### config.mk
export PLATFORM = sky130hd
export DESIGN_NAME = memory_stage_lsu
export DESIGN_NICKNAME = d
export VERILOG_FILES = /design/src/rtl/memory_stage_lsu.sv
export SDC_FILE = /design/constraint.sdc
export NUM_CORES = 1
export LEC_CHECK = 0
export ABC_CLOCK_PERIOD_IN_PS = 3700
export CAP_MARGIN = 20
export CORE_MARGIN = 4
export CORE_UTILIZATION = 45
export DETAILED_ROUTE_END_ITERATION = 10
export PLACE_DENSITY = 0.81
export SLEW_MARGIN = 15
export SYNTH_ARGS = -nofsm -noshare
export SYNTH_HDL_FRONTEND = slang
export SYNTH_SLANG_ARGS = --single-unit
### constraint.sdc
create_clock -name clk -period 3.7 [get_ports clk]
set_clock_uncertainty 0.15 [all_clocks]
set_input_delay 0.555 -clock clk [delete_from_list [all_inputs] [get_ports clk]]
set_output_delay 0.555 -clock clk [all_outputs]
set_load 0.02 [all_outputs]
### src/rtl/memory_stage_lsu.sv
// memory_stage_lsu
//   Memory stage of an in-order pipeline with a req/gnt/rvalid data bus.
//   Holds the E->M and M->W pipeline registers and sequences each aligned
//   load/store through the bus, stalling the front of the pipe meanwhile.
//
// Ports
//   clk, rst_n                 clock, asynchronous active-low reset
//   *E inputs                  execute-stage results captured into M
//   dmem_req/we/addr/wdata/be  bus request, held stable until dmem_gnt
//   dmem_gnt/rvalid/rdata      bus grant and load response
//   StallM                     freezes F/D/E and the M register
//   ALUResultM, RdM, RegWriteM forwarding taps from M
//   misaligned_err             one-cycle flag for a misaligned half/word op
//   *W outputs                 M->W register contents
module memory_stage_lsu #(
    parameter int word_width = 32
) (
    input  logic                  clk,
    input  logic                  rst_n,
    input  logic                  RegWriteE,
    input  logic [1:0]            ResultSrcE,
    input  logic [1:0]            MemWriteE,
    input  logic [2:0]            LoadSizeE,
    input  logic [4:0]            RdE,
    input  logic [word_width-1:0] ALUResultE,
    input  logic [word_width-1:0] WriteDataE,
    input  logic [word_width-1:0] PCPlus4E,
    output logic                  dmem_req,
    output logic                  dmem_we,
    output logic [word_width-1:0] dmem_addr,
    output logic [word_width-1:0] dmem_wdata,
    output logic [3:0]            dmem_be,
    input  logic                  dmem_gnt,
    input  logic                  dmem_rvalid,
    input  logic [word_width-1:0] dmem_rdata,
    output logic                  StallM,
    output logic [word_width-1:0] ALUResultM,
    output logic [4:0]            RdM,
    output logic                  RegWriteM,
    output logic                  misaligned_err,
    output logic                  RegWriteW,
    output logic [1:0]            ResultSrcW,
    output logic [4:0]            RdW,
    output logic [word_width-1:0] ALUResultW,
    output logic [word_width-1:0] ReadDataW,
    output logic [word_width-1:0] PCPlus4W
);

    typedef enum logic [1:0] {IDLE = 2'd0, REQ = 2'd1, RESP = 2'd2} state_t;

    state_t state_q, state_d;

    logic                  regwrite_m_q;
    logic [1:0]            resultsrc_m_q;
    logic [1:0]            memwrite_m_q;
    logic [2:0]            loadsize_m_q;
    logic [4:0]            rd_m_q;
    logic [word_width-1:0] aluresult_m_q;
    logic [word_width-1:0] writedata_m_q;
    logic [word_width-1:0] pcplus4_m_q;

    logic                  regwrite_w_q;
    logic [1:0]            resultsrc_w_q;
    logic [4:0]            rd_w_q;
    logic [word_width-1:0] aluresult_w_q;
    logic [word_width-1:0] readdata_w_q;
    logic [word_width-1:0] pcplus4_w_q;

    logic       is_store, is_load, is_mem, misaligned, aligned_mem, complete;
    logic [1:0] size_m;   // 00 byte, 01 half, 10 word
    logic [1:0] byte_off;

    // Picks the addressed lane out of the bus word and extends it.
    function automatic logic [31:0] load_extend(input logic [31:0] rdata,
                                                input logic [1:0]  lane,
                                                input logic [2:0]  funct3);
        logic [7:0]  b;
        logic [15:0] h;
        logic [31:0] r;
        case (lane)
            2'd0:    b = rdata[7:0];
            2'd1:    b = rdata[15:8];
            2'd2:    b = rdata[23:16];
            default: b = rdata[31:24];
        endcase
        h = lane[1] ? rdata[31:16] : rdata[15:0];
        case (funct3[1:0])
            2'b00:   r = funct3[2] ? {24'b0, b} : {{24{b[7]}}, b};
            2'b01:   r = funct3[2] ? {16'b0, h} : {{16{h[15]}}, h};
            default: r = rdata;
        endcase
        return r;
    endfunction

    // Replicates store data across every lane it could land in.
    function automatic logic [31:0] store_replicate(input logic [31:0] wd,
                                                    input logic [1:0]  size);
        logic [31:0] r;
        case (size)
            2'b00:   r = {4{wd[7:0]}};
            2'b01:   r = {2{wd[15:0]}};
            default: r = wd;
        endcase
        return r;
    endfunction

    // Decode of the op currently held in M; a store wins if both are flagged.
    always_comb begin
        is_store = (memwrite_m_q != 2'b00);
        is_load  = !is_store && (resultsrc_m_q == 2'b01);
        is_mem   = is_store || is_load;
        size_m   = is_store ? (memwrite_m_q - 2'd1) : loadsize_m_q[1:0];
        byte_off = aluresult_m_q[1:0];
        case (size_m)
            2'b01:   misaligned = is_mem && byte_off[0];
            2'b10:   misaligned = is_mem && (byte_off != 2'b00);
            default: misaligned = 1'b0;
        endcase
        aligned_mem = is_mem && !misaligned;
    end

    // FSM: state register
    always_ff @(posedge clk or negedge rst_n) begin
        if (!rst_n) state_q <= IDLE;
        else        state_q <= state_d;
    end

    // FSM: next state. rvalid is only looked at once the grant has been seen.
    always_comb begin
        state_d = state_q;
        case (state_q)
            IDLE, REQ: begin
                if (aligned_mem && dmem_gnt) state_d = is_load ? RESP : IDLE;
                else if (aligned_mem)        state_d = REQ;
                else                         state_d = IDLE;
            end
            RESP:    if (dmem_rvalid) state_d = IDLE;
            default: state_d = IDLE;
        endcase
    end

    // FSM: outputs. The request goes out in the very cycle the op lands in M.
    always_comb begin
        dmem_req = 1'b0;
        complete = 1'b0;
        case (state_q)
            IDLE, REQ: begin
                dmem_req = aligned_mem;
                complete = aligned_mem && is_store && dmem_gnt;
            end
            RESP:    complete = aligned_mem && dmem_rvalid;
            default: ;
        endcase
        StallM = aligned_mem && !complete;
    end

    always_comb begin
        dmem_we    = dmem_req && is_store;
        dmem_addr  = {aluresult_m_q[31:2], 2'b00};
        dmem_wdata = store_replicate(writedata_m_q, size_m);
        dmem_be    = 4'b0000;
        if (dmem_req) begin
            case (size_m)
                2'b00:   dmem_be = 4'b0001 << byte_off;
                2'b01:   dmem_be = 4'b0011 << byte_off;
                default: dmem_be = 4'b1111;
            endcase
        end
    end

    // E -> M register
    always_ff @(posedge clk or negedge rst_n) begin
        if (!rst_n) begin
            regwrite_m_q  <= 1'b0;
            resultsrc_m_q <= 2'b00;
            memwrite_m_q  <= 2'b00;
            loadsize_m_q  <= 3'b000;
            rd_m_q        <= 5'd0;
            aluresult_m_q <= '0;
            writedata_m_q <= '0;
            pcplus4_m_q   <= '0;
        end else if (!StallM) begin
            regwrite_m_q  <= RegWriteE;
            resultsrc_m_q <= ResultSrcE;
            memwrite_m_q  <= MemWriteE;
            loadsize_m_q  <= LoadSizeE;
            rd_m_q        <= RdE;
            aluresult_m_q <= ALUResultE;
            writedata_m_q <= WriteDataE;
            pcplus4_m_q   <= PCPlus4E;
        end
    end

    // M -> W register; a stalled edge injects a bubble, a misaligned op retires without writing.
    always_ff @(posedge clk or negedge rst_n) begin
        if (!rst_n) begin
            regwrite_w_q  <= 1'b0;
            resultsrc_w_q <= 2'b00;
            rd_w_q        <= 5'd0;
            aluresult_w_q <= '0;
            readdata_w_q  <= '0;
            pcplus4_w_q   <= '0;
        end else if (StallM) begin
            regwrite_w_q  <= 1'b0;
            resultsrc_w_q <= 2'b00;
            rd_w_q        <= 5'd0;
        end else begin
            regwrite_w_q  <= regwrite_m_q && !misaligned;
            resultsrc_w_q <= resultsrc_m_q;
            rd_w_q        <= rd_m_q;
            aluresult_w_q <= aluresult_m_q;
            readdata_w_q  <= load_extend(dmem_rdata, byte_off, loadsize_m_q);
            pcplus4_w_q   <= pcplus4_m_q;
        end
    end

    assign ALUResultM     = aluresult_m_q;
    assign RdM            = rd_m_q;
    assign RegWriteM      = regwrite_m_q;
    assign misaligned_err = misaligned;
    assign RegWriteW      = regwrite_w_q;
    assign ResultSrcW     = resultsrc_w_q;
    assign RdW            = rd_w_q;
    assign ALUResultW     = aluresult_w_q;
    assign ReadDataW      = readdata_w_q;
    assign PCPlus4W       = pcplus4_w_q;

endmodule

==> results of run 1 <==
cells in the mapped netlist, types with 11 or more instances:
master    instances  area [sq um]
buf_2            18         90.09
a22oi_1          11         82.58
clkbuf_1         17         63.81
buf_4            41         307.8
a31oi_1          17         106.4
nor3_1           19         95.09
mux2_2          149          1678
nand2_1          38         142.6
dfrtp_1         215          5380
mux2_4           40         600.6
mux2i_1          14         140.1
inv_1            13         48.80
repair_timing:
action                                  in CTS  in global routing
endpoints found under the setup margin      14                 22
resized for setup                            7                  9
buffers inserted                             0                  3
hold endpoints to repair                    71                  0
hold buffers                                 1                  0
state kept, by name (all words and copies together) (netlist names), 3 cells and up:
name and cells:
writedata_m_q 32, ReadDataW 32, ALUResultW 32, PCPlus4W 32, RdW 5, ALUResultM 32
loadsize_m_q 3, RdM 5, pcplus4_m_q 32
layer usage:
metal | vias up | track usage [%]
li1 | 3074 | -
met1 | 3371 | 25.80
met2 | 283 | 35.89
met3 | 58 | 6.586
met4 | 0 | 6.560
met5 | - | 0
worst paths after layout:
check                                                 start                           to  slack, ps  cells past startpoint
worst min register to register       state_q[0]$_DFFE_PN0P_       state_q[1]$_DFFE_PN0P_        320                      1
min in group asynchronous                             rst_n  pcplus4_m_q[16]$_DFFE_PN0N_        520                      2
worst max-delay path            memwrite_m_q[0]$_DFFE_PN0N_               dmem_wdata[17]        130                      8
max in group asynchronous                             rst_n   ALUResultM[15]$_DFFE_PN0N_       2020                      3
worst max register to register  memwrite_m_q[0]$_DFFE_PN0N_    ALUResultW[9]$_DFFE_PN0N_        740                     11
worst min-delay path                 state_q[0]$_DFFE_PN0P_       state_q[1]$_DFFE_PN0P_        320                      1
worst max-delay path, stage by stage (launching register included):
cell,delay [ps]
dfrtp_2,460
nor2_2,170
nand2_1,60
and2_1,160
ha_2,230
nor2_1,170
buf_6,210
mux2_2,350
clkdlybuf4s50_1,530
through the flow:
stage / hold slack (ps) / cells / total power, mW / utilization (%)
final: 323.0 / 1306 / 17.12 / 66.11
after global routing: 349.2 / 1306 / 18.09 / 66.11
after CTS: 325.5 / 1301 / 17.26 / 65.87
after detailed placement: 317.2 / 1261 / 15.01 / 62.38
after global placement: 313.8 / 1261 / 14.80 / 62.38
after floorplan: 109.4 / 702 / 11.23 / -
layout make-up:
class                      count  share of cell area (%)
sequential                   215                   38.85
inverter                      14                  0.3974
tap                          275                   2.484
clock buffer                  35                   4.986
multi-input combinational    389                   25.95
clock inverter                 4                  0.1806
antenna                        2                 0.03613
timing repair buffer         372                   27.11
kinds of logic after synthesis:
| group | Yosys count | synth area share [%] |
|---|---|---|
| other cells | 1 | 0.03921 |
| flops | 215 | 56.26 |
| simple gates | 92 | 4.566 |
| fa+ha+maj | 3 | 0.3926 |
| compound gates | 87 | 6.895 |
| mux | 205 | 25.53 |
| buf+inv | 98 | 6.320 |
where the power goes:
| group | internal (mW) | total [mW] | switching [mW] |
|---|---|---|---|
| clock | 1.28 | 2.16 | 0.886 |
| combinational | 5.39 | 10.5 | 5.07 |
| sequential | 3.65 | 4.49 | 0.843 |
| total | 10.3 | 17.1 | 6.80 |
==> out/metrics.cfg, run 1 <==
[outcome]
status = complete, no violations

[floorplan]
boundaryPins = 359
die_h_um = 153.8
core.rowCount = 53
core-area_sq_um = 20960
initial_core_util_pct = 45.64
die_x_um = 153.8
dieArea_sq_um = 23650

[global_routing]
grt.total_usage_pct = 21.09
grt_pass1_vias = 7231
grt-ovfl-total = 0
grt_antenna_before_repair = 2
grt_max_degree = 109
grt_pass1_wl_um = 40540

[finish]
design_area_sq_um = 13850
register_area_sq_um = 5383
layout_common_cells = clkdlybuf4s50_1 (346), dfrtp_1 (213), mux2_2 (149), mux2_4 (40), nand2_1 (38)
final_common_cell = clkdlybuf4s50_1
areaGrowthSynthToFinish_pct = 44.86
multi_input_area_sq_um = 3595
nets = 1163
drive_above_1_share_pct = 24.39
fill_cells = 1556

[clocking]
cts_tree = built
cts_buffers = 23
htreeDepth = 1
root_buffer = clkbuf_16
clk_latency_ps = 490
clock-sinks = 215
clk_pin_slew_worst_paths_ps = 60
clockBufferDepth = 3

[worst_setup_path]
cp_data_arrival_time_ps = 2860
cp-start-kind = flop
path_max_fanout = 17
endpoint_kind = output port
crit_required_ps = 2990
path_class = flop to output port

[run]
maxCapViolations = 0

[yosys]
synth_warnings = 0
synth_cells = 701
synth-seq-cells = 215
yosysUniqueCellTypes = 45
avgSynthCellArea_sq_um = 13.64
synthArstFlopShare_pct = 100.0
synthFlopType = dfrtp_1
synth-edff-count = 0
synth_area_sq_um = 9563
synth_seq_area_share_pct = 56.26

[place]
io_buffers = 356
place_worst_setup_slack_ps = 416.0
place_congestion = 0.8346
place_hpwl_um = 18120
dpl-instance-area_sq_um = 13070

[power_and_ir_drop]
ir_drop_mv = 0.8605
p_leak_nw = 5.917
p_per_area_nw_per_um2 = 1236

[sta]
drv_slew = 0
fin_ws_ps = 133.7
setup_tns_ps = 0
period_share_pct = 96.39
max_clock_freq_mhz = 280.4
tightestPinTransition_ps = 992.7
rsz0062_at_grt = false
min_period_ps = 3566
slew-limit-headroom_pct = 33.82
hold_violations = 0
setup-violations-final = 0

[routing]
num_vias = 6786
routed_wl_um = 25710
drtIter0Drc = 265
drt-pass1-iter-count = 6
wl_met2_um = 12780
drc = 0
wl_met1_um = 9959
wl_met3_um = 2144
wire_per_inst_um = 19.69
top_layer_used = met4
viasPerCell = 5.196
detail-route-antenna-nets = 0

[hold_path]
hold_class = flop to flop

Note: power is estimated with default switching activity, not from simulation.
==> run 2: changes to the inputs <==
--- a/config.mk
+++ b/config.mk
@@ -10,6 +10,7 @@
 export CORE_MARGIN = 4
 export CORE_UTILIZATION = 45
 export DETAILED_ROUTE_END_ITERATION = 10
+export GPL_TIMING_DRIVEN = 0
 export PLACE_DENSITY = 0.81
 export SLEW_MARGIN = 15
 export SYNTH_ARGS = -nofsm -noshare
==> run 2 against run 1 <==
Design area rose by 3.9%. Core utilization rose by 2.6 points. Critical path depth did not move. Combinational power rose by 6%. Via count rose by 3.3%. Die area did not move. Critical path type unchanged.
==> out/metrics.cfg, run 2 (synthesized netlist as in run 1, its figures left out) <==
[sta]
drv_slew = 0
tightestPinTransition_ps = 1044
setup-violations-final = 0
min_period_ps = 3570
max_clock_freq_mhz = 280.1
hold_violations = 0
period_share_pct = 96.49
holdWs_ps = 343.1
slew-limit-headroom_pct = 30.43

[outcome]
status = complete, no violations

[place]
place_congestion = 0.8017
io_buffers = 356
dpl-instance-area_sq_um = 13530
place_hpwl_um = 20580

[power_and_ir_drop]
p_leak_nw = 6.258
p_per_area_nw_per_um2 = 1250
ir_drop_mv = 0.7317

[worst_setup_path]
r2r-start = loadsize_m_q[1]$_DFFE_PN0N_
crit_required_ps = 2990
path_class = flop to output port
worstRegToRegCells = 13
cp-start-kind = flop
r2r_end = pcplus4_m_q[24]$_DFFE_PN0N_
r2r_slack_ps = 810
cp_data_arrival_time_ps = 2870
path_max_fanout = 10
critical_path.startpoint = memwrite_m_q[0]$_DFFE_PN0N_
endpoint_kind = output port

[routing]
detail-route-antenna-nets = 0
viasPerCell = 5.089
wire_per_inst_um = 19.94
drtIter0Drc = 236
drt-pass1-iter-count = 4
num_vias = 7012
routed_wl_um = 27470
drc = 0

[hold_path]
holdPathStages = 1
hold_class = flop to flop
hp-start = state_q[0]$_DFFE_PN0P_
min_to = state_q[1]$_DFFE_PN0P_

[clocking]
cts_buffers = 24
clk_latency_ps = 500
clock-sinks = 215
root_buffer = clkbuf_16
clockBufferDepth = 3
htreeDepth = 1
clk_pin_slew_worst_paths_ps = 50
cts_tree = built

[floorplan]
core-area_sq_um = 20960
dieArea_sq_um = 23650
boundaryPins = 359
die_x_um = 153.8
core.rowCount = 53
initial_core_util_pct = 45.64
die_h_um = 153.8

[finish]
areaGrowthSynthToFinish_pct = 50.54
final_common_cell = clkdlybuf4s50_1
drive_above_1_share_pct = 28.49
design_area_sq_um = 14400
layout_common_cells = clkdlybuf4s50_1 (342), dfrtp_1 (211), mux2_2 (149), buf_4 (48), mux2_4 (40)
utilization_pct = 68.70
nets = 1235

[global_routing]
grt_max_degree = 91
grt-ovfl-total = 0
grt.total_usage_pct = 22.82
grt_pass1_vias = 7460
grt_pass1_wl_um = 43210
grt_antenna_before_repair = 1

[run]
maxCapViolations = 0

-- run 2: timing repair --
item                                    CTS  global route
setup buffers                             3             3
pin swaps                                 3             1
hold endpoints to repair                 44             0
gates resized for setup                  21            14
hold buffers                              1             0
endpoints found under the setup margin   32            27
-- run 2: area by class of cell --
| cell class | instances | area [sq um] |
|---|---|---|
| multi-input combinational | 389 | 3602 |
| timing repair buffer | 365 | 3687 |
| clock inverter | 4 | 51.30 |
| tap | 275 | 344.1 |
| antenna | 1 | 2.502 |
| clock buffer | 37 | 730.7 |
| inverter | 14 | 55.05 |
| buffer | 78 | 538.0 |
| sequential | 215 | 5385 |
| fill | 1560 | 6559 |
-- run 2: where the power goes --
group          switching (mW)  internal [mW]
Combinational            5.36           5.78
Sequential              0.848           3.65
Clock                   0.925           1.42
-- run 2: worst max-delay path by stage --
stage	end	slack, ps	cells past startpoint
floorplan	dmem_be[2]	420	10
detailed placement	dmem_be[2]	-910	11
finish	dmem_wdata[17]	130	8
global placement	writedata_m_q[21]$_DFFE_PN0N_	-7210	1
CTS	StallM	10	13
global route	dmem_wdata[18]	-1	8
-- run 2: critical path, cell delays in order, from the launching register on --
cell	delay, ps
dfrtp_2	470
nor2_2	180
nand2_1	70
and2_1	160
ha_2	270
nor2_4	140
buf_4	190
mux2_2	350
clkdlybuf4s50_1	530
-- run 2: through the flow --
| stage | power, mW | setup slack, ps | setup TNS (ps) | cells |
|---|---|---|---|---|
| after floorplan | 11.23 | 419.5 | 0 | 702 |
| after global placement | 15.48 | -7208 | -1556340 | 1333 |
| after detailed placement | 15.71 | -911.1 | -12690 | 1335 |
| after CTS | 18.16 | 13.34 | 0 | 1375 |
| after global routing | 19.02 | -1.298 | -1.298 | 1378 |
| final | 17.99 | 130.0 | 0 | 1378 |
-- run 2: layer usage --
metal	up-vias	routed length [um]	global-route usage, %
met3	26	2439	6.839
met5	-	0	0
met2	298	13880	39.59
met1	3463	10730	28.42
li1	3225	-	-
met4	0	425	4.836
==> run 3: changes to the inputs <==
--- a/config.mk
+++ b/config.mk
@@ -12,7 +12,7 @@
 export DETAILED_ROUTE_END_ITERATION = 10
 export GPL_TIMING_DRIVEN = 0
 export PLACE_DENSITY = 0.81
-export SLEW_MARGIN = 15
+export SLEW_MARGIN = 40
 export SYNTH_ARGS = -nofsm -noshare
 export SYNTH_HDL_FRONTEND = slang
 export SYNTH_SLANG_ARGS = --single-unit
==> run 3 against run 2 <==
Sequential share of layout area shrank 0.14 points. Hold slack got worse by 2.3 ps. Design area rose by 0.37%. Critical endpoint is now dmem_wdata[20]. Register-to-register slack better by 100 ps. Critical path type unchanged.
==> out/metrics.cfg, run 3 (synthesized netlist as in run 1, its figures left out) <==
[outcome]
status = complete, no violations

[sta]
drv_slew = 0
fin_ws_ps = 139.7
max_clock_freq_mhz = 280.9
tightestPinTransition_ps = 653.5
setup-violations-final = 0
min_period_ps = 3560
rsz0062_at_grt = false
setup_tns_ps = 0
holdWs_ps = 340.8
period_share_pct = 96.22
slew-limit-headroom_pct = 56.43
hold_violations = 0

[floorplan]
boundaryPins = 359
core-area_sq_um = 20960
core.rowCount = 53
initial_core_util_pct = 45.64
die_x_um = 153.8
dieArea_sq_um = 23650
die_h_um = 153.8

[routing]
drtIter0Drc = 211
wire_per_inst_um = 20.10
detail-route-antenna-nets = 0
drt-pass1-iter-count = 4
viasPerCell = 5.064
drc = 0
routed_wl_um = 27760
num_vias = 6993

[finish]
areaGrowthSynthToFinish_pct = 51.11
nets = 1235
multi_input_area_sq_um = 3607
drive_above_1_share_pct = 28.96
final_common_cell = clkdlybuf4s50_1
design_area_sq_um = 14450
fill_cells = 1555
register_area_sq_um = 5385
layout_common_cells = clkdlybuf4s50_1 (348), dfrtp_1 (211), mux2_2 (149), buf_4 (46), mux2_4 (40)

[worst_setup_path]
path_max_fanout = 10
cp_data_arrival_time_ps = 2860
r2r-start = memwrite_m_q[0]$_DFFE_PN0N_
cp-start-kind = flop
r2r_slack_ps = 910
crit_required_ps = 2990
path_class = flop to output port
worstRegToRegCells = 10
r2r_end = ALUResultW[2]$_DFFE_PN0N_
endpoint_kind = output port

[power_and_ir_drop]
power_mw = 18.22
p_per_area_nw_per_um2 = 1261
p_leak_nw = 6.237
ir_drop_mv = 0.6924

[global_routing]
grt-ovfl-total = 0
grt_antenna_before_repair = 1
grt.total_usage_pct = 23.03
grt_pass1_wl_um = 43690
grt_pass1_vias = 7598
grt_max_degree = 76

[place]
place_worst_setup_slack_ps = -684.8
dpl-instance-area_sq_um = 13540
io_buffers = 356
place_congestion = 0.8017
place_hpwl_um = 20560

[clocking]
clk_pin_slew_worst_paths_ps = 60
root_buffer = clkbuf_16
cts_tree = built
clk_latency_ps = 500
htreeDepth = 1
cts_buffers = 24
clock-sinks = 215
clockBufferDepth = 3

[hold_path]
holdPathStages = 1
hp-start = resultsrc_m_q[0]$_DFFE_PN0N_
hold_class = flop to flop
min_to = ResultSrcW[0]$_DFF_PN0_

[run]
maxCapViolations = 0

[run 3: stage by stage]
stage / util (%) / cells
after floorplan: - / 702
after global placement: 64.30 / 1333
after detailed placement: 64.62 / 1336
after CTS: 68.89 / 1381
after global routing: 68.96 / 1381
final: 68.96 / 1381
[run 3: final cells by class]
class                      count  share of cell area, %
antenna                        1                0.01732
tap                          275                  2.381
inverter                      14                 0.3810
sequential                   215                  37.27
timing repair buffer         364                  25.34
clock buffer                  33                  4.814
clock inverter                11                 0.9958
multi-input combinational    389                  24.96
buffer                        79                  3.844
[run 3: timing repair]
action,CTS,global route
hold endpoints to repair,69,0
endpoints found under the setup margin,32,10
pin swaps,2,1
gates resized for setup,25,5
hold buffers,1,0
setup buffers,4,0
[run 3: layer usage]
metal,global-route usage (%),wire (um)
met5,0,0
met4,6.350,729
met3,6.614,2339
met2,40.09,13870
met1,28.09,10820
[run 3: report_power, final]
part	switching, mW	total, mW	internal [mW]
clock network	0.961	2.49	1.53
registers	0.836	4.49	3.65
logic	5.42	11.2	5.82
[run 3: worst max path at each step]
stage,startpoint,end,slack [ps]
after global routing,memwrite_m_q[0]$_DFFE_PN0N_,dmem_wdata[20],10
after detailed placement,loadsize_m_q[1]$_DFFE_PN0N_,dmem_be[2],-680
after floorplan,loadsize_m_q[1]$_DFFE_PN0N_,dmem_be[2],420
final,memwrite_m_q[0]$_DFFE_PN0N_,dmem_wdata[20],140
after CTS,memwrite_m_q[0]$_DFFE_PN0N_,dmem_req,20
after global placement,rst_n,writedata_m_q[21]$_DFFE_PN0N_,-7210
[run 3: critical path, stage by stage (launching register included)]
cell,delay [ps]
dfrtp_2,470
nor2_2,190
nand2_1,70
and2_4,140
ha_2,250
nor2_4,140
buf_4,190
mux2_2,350
clkdlybuf4s50_1,540
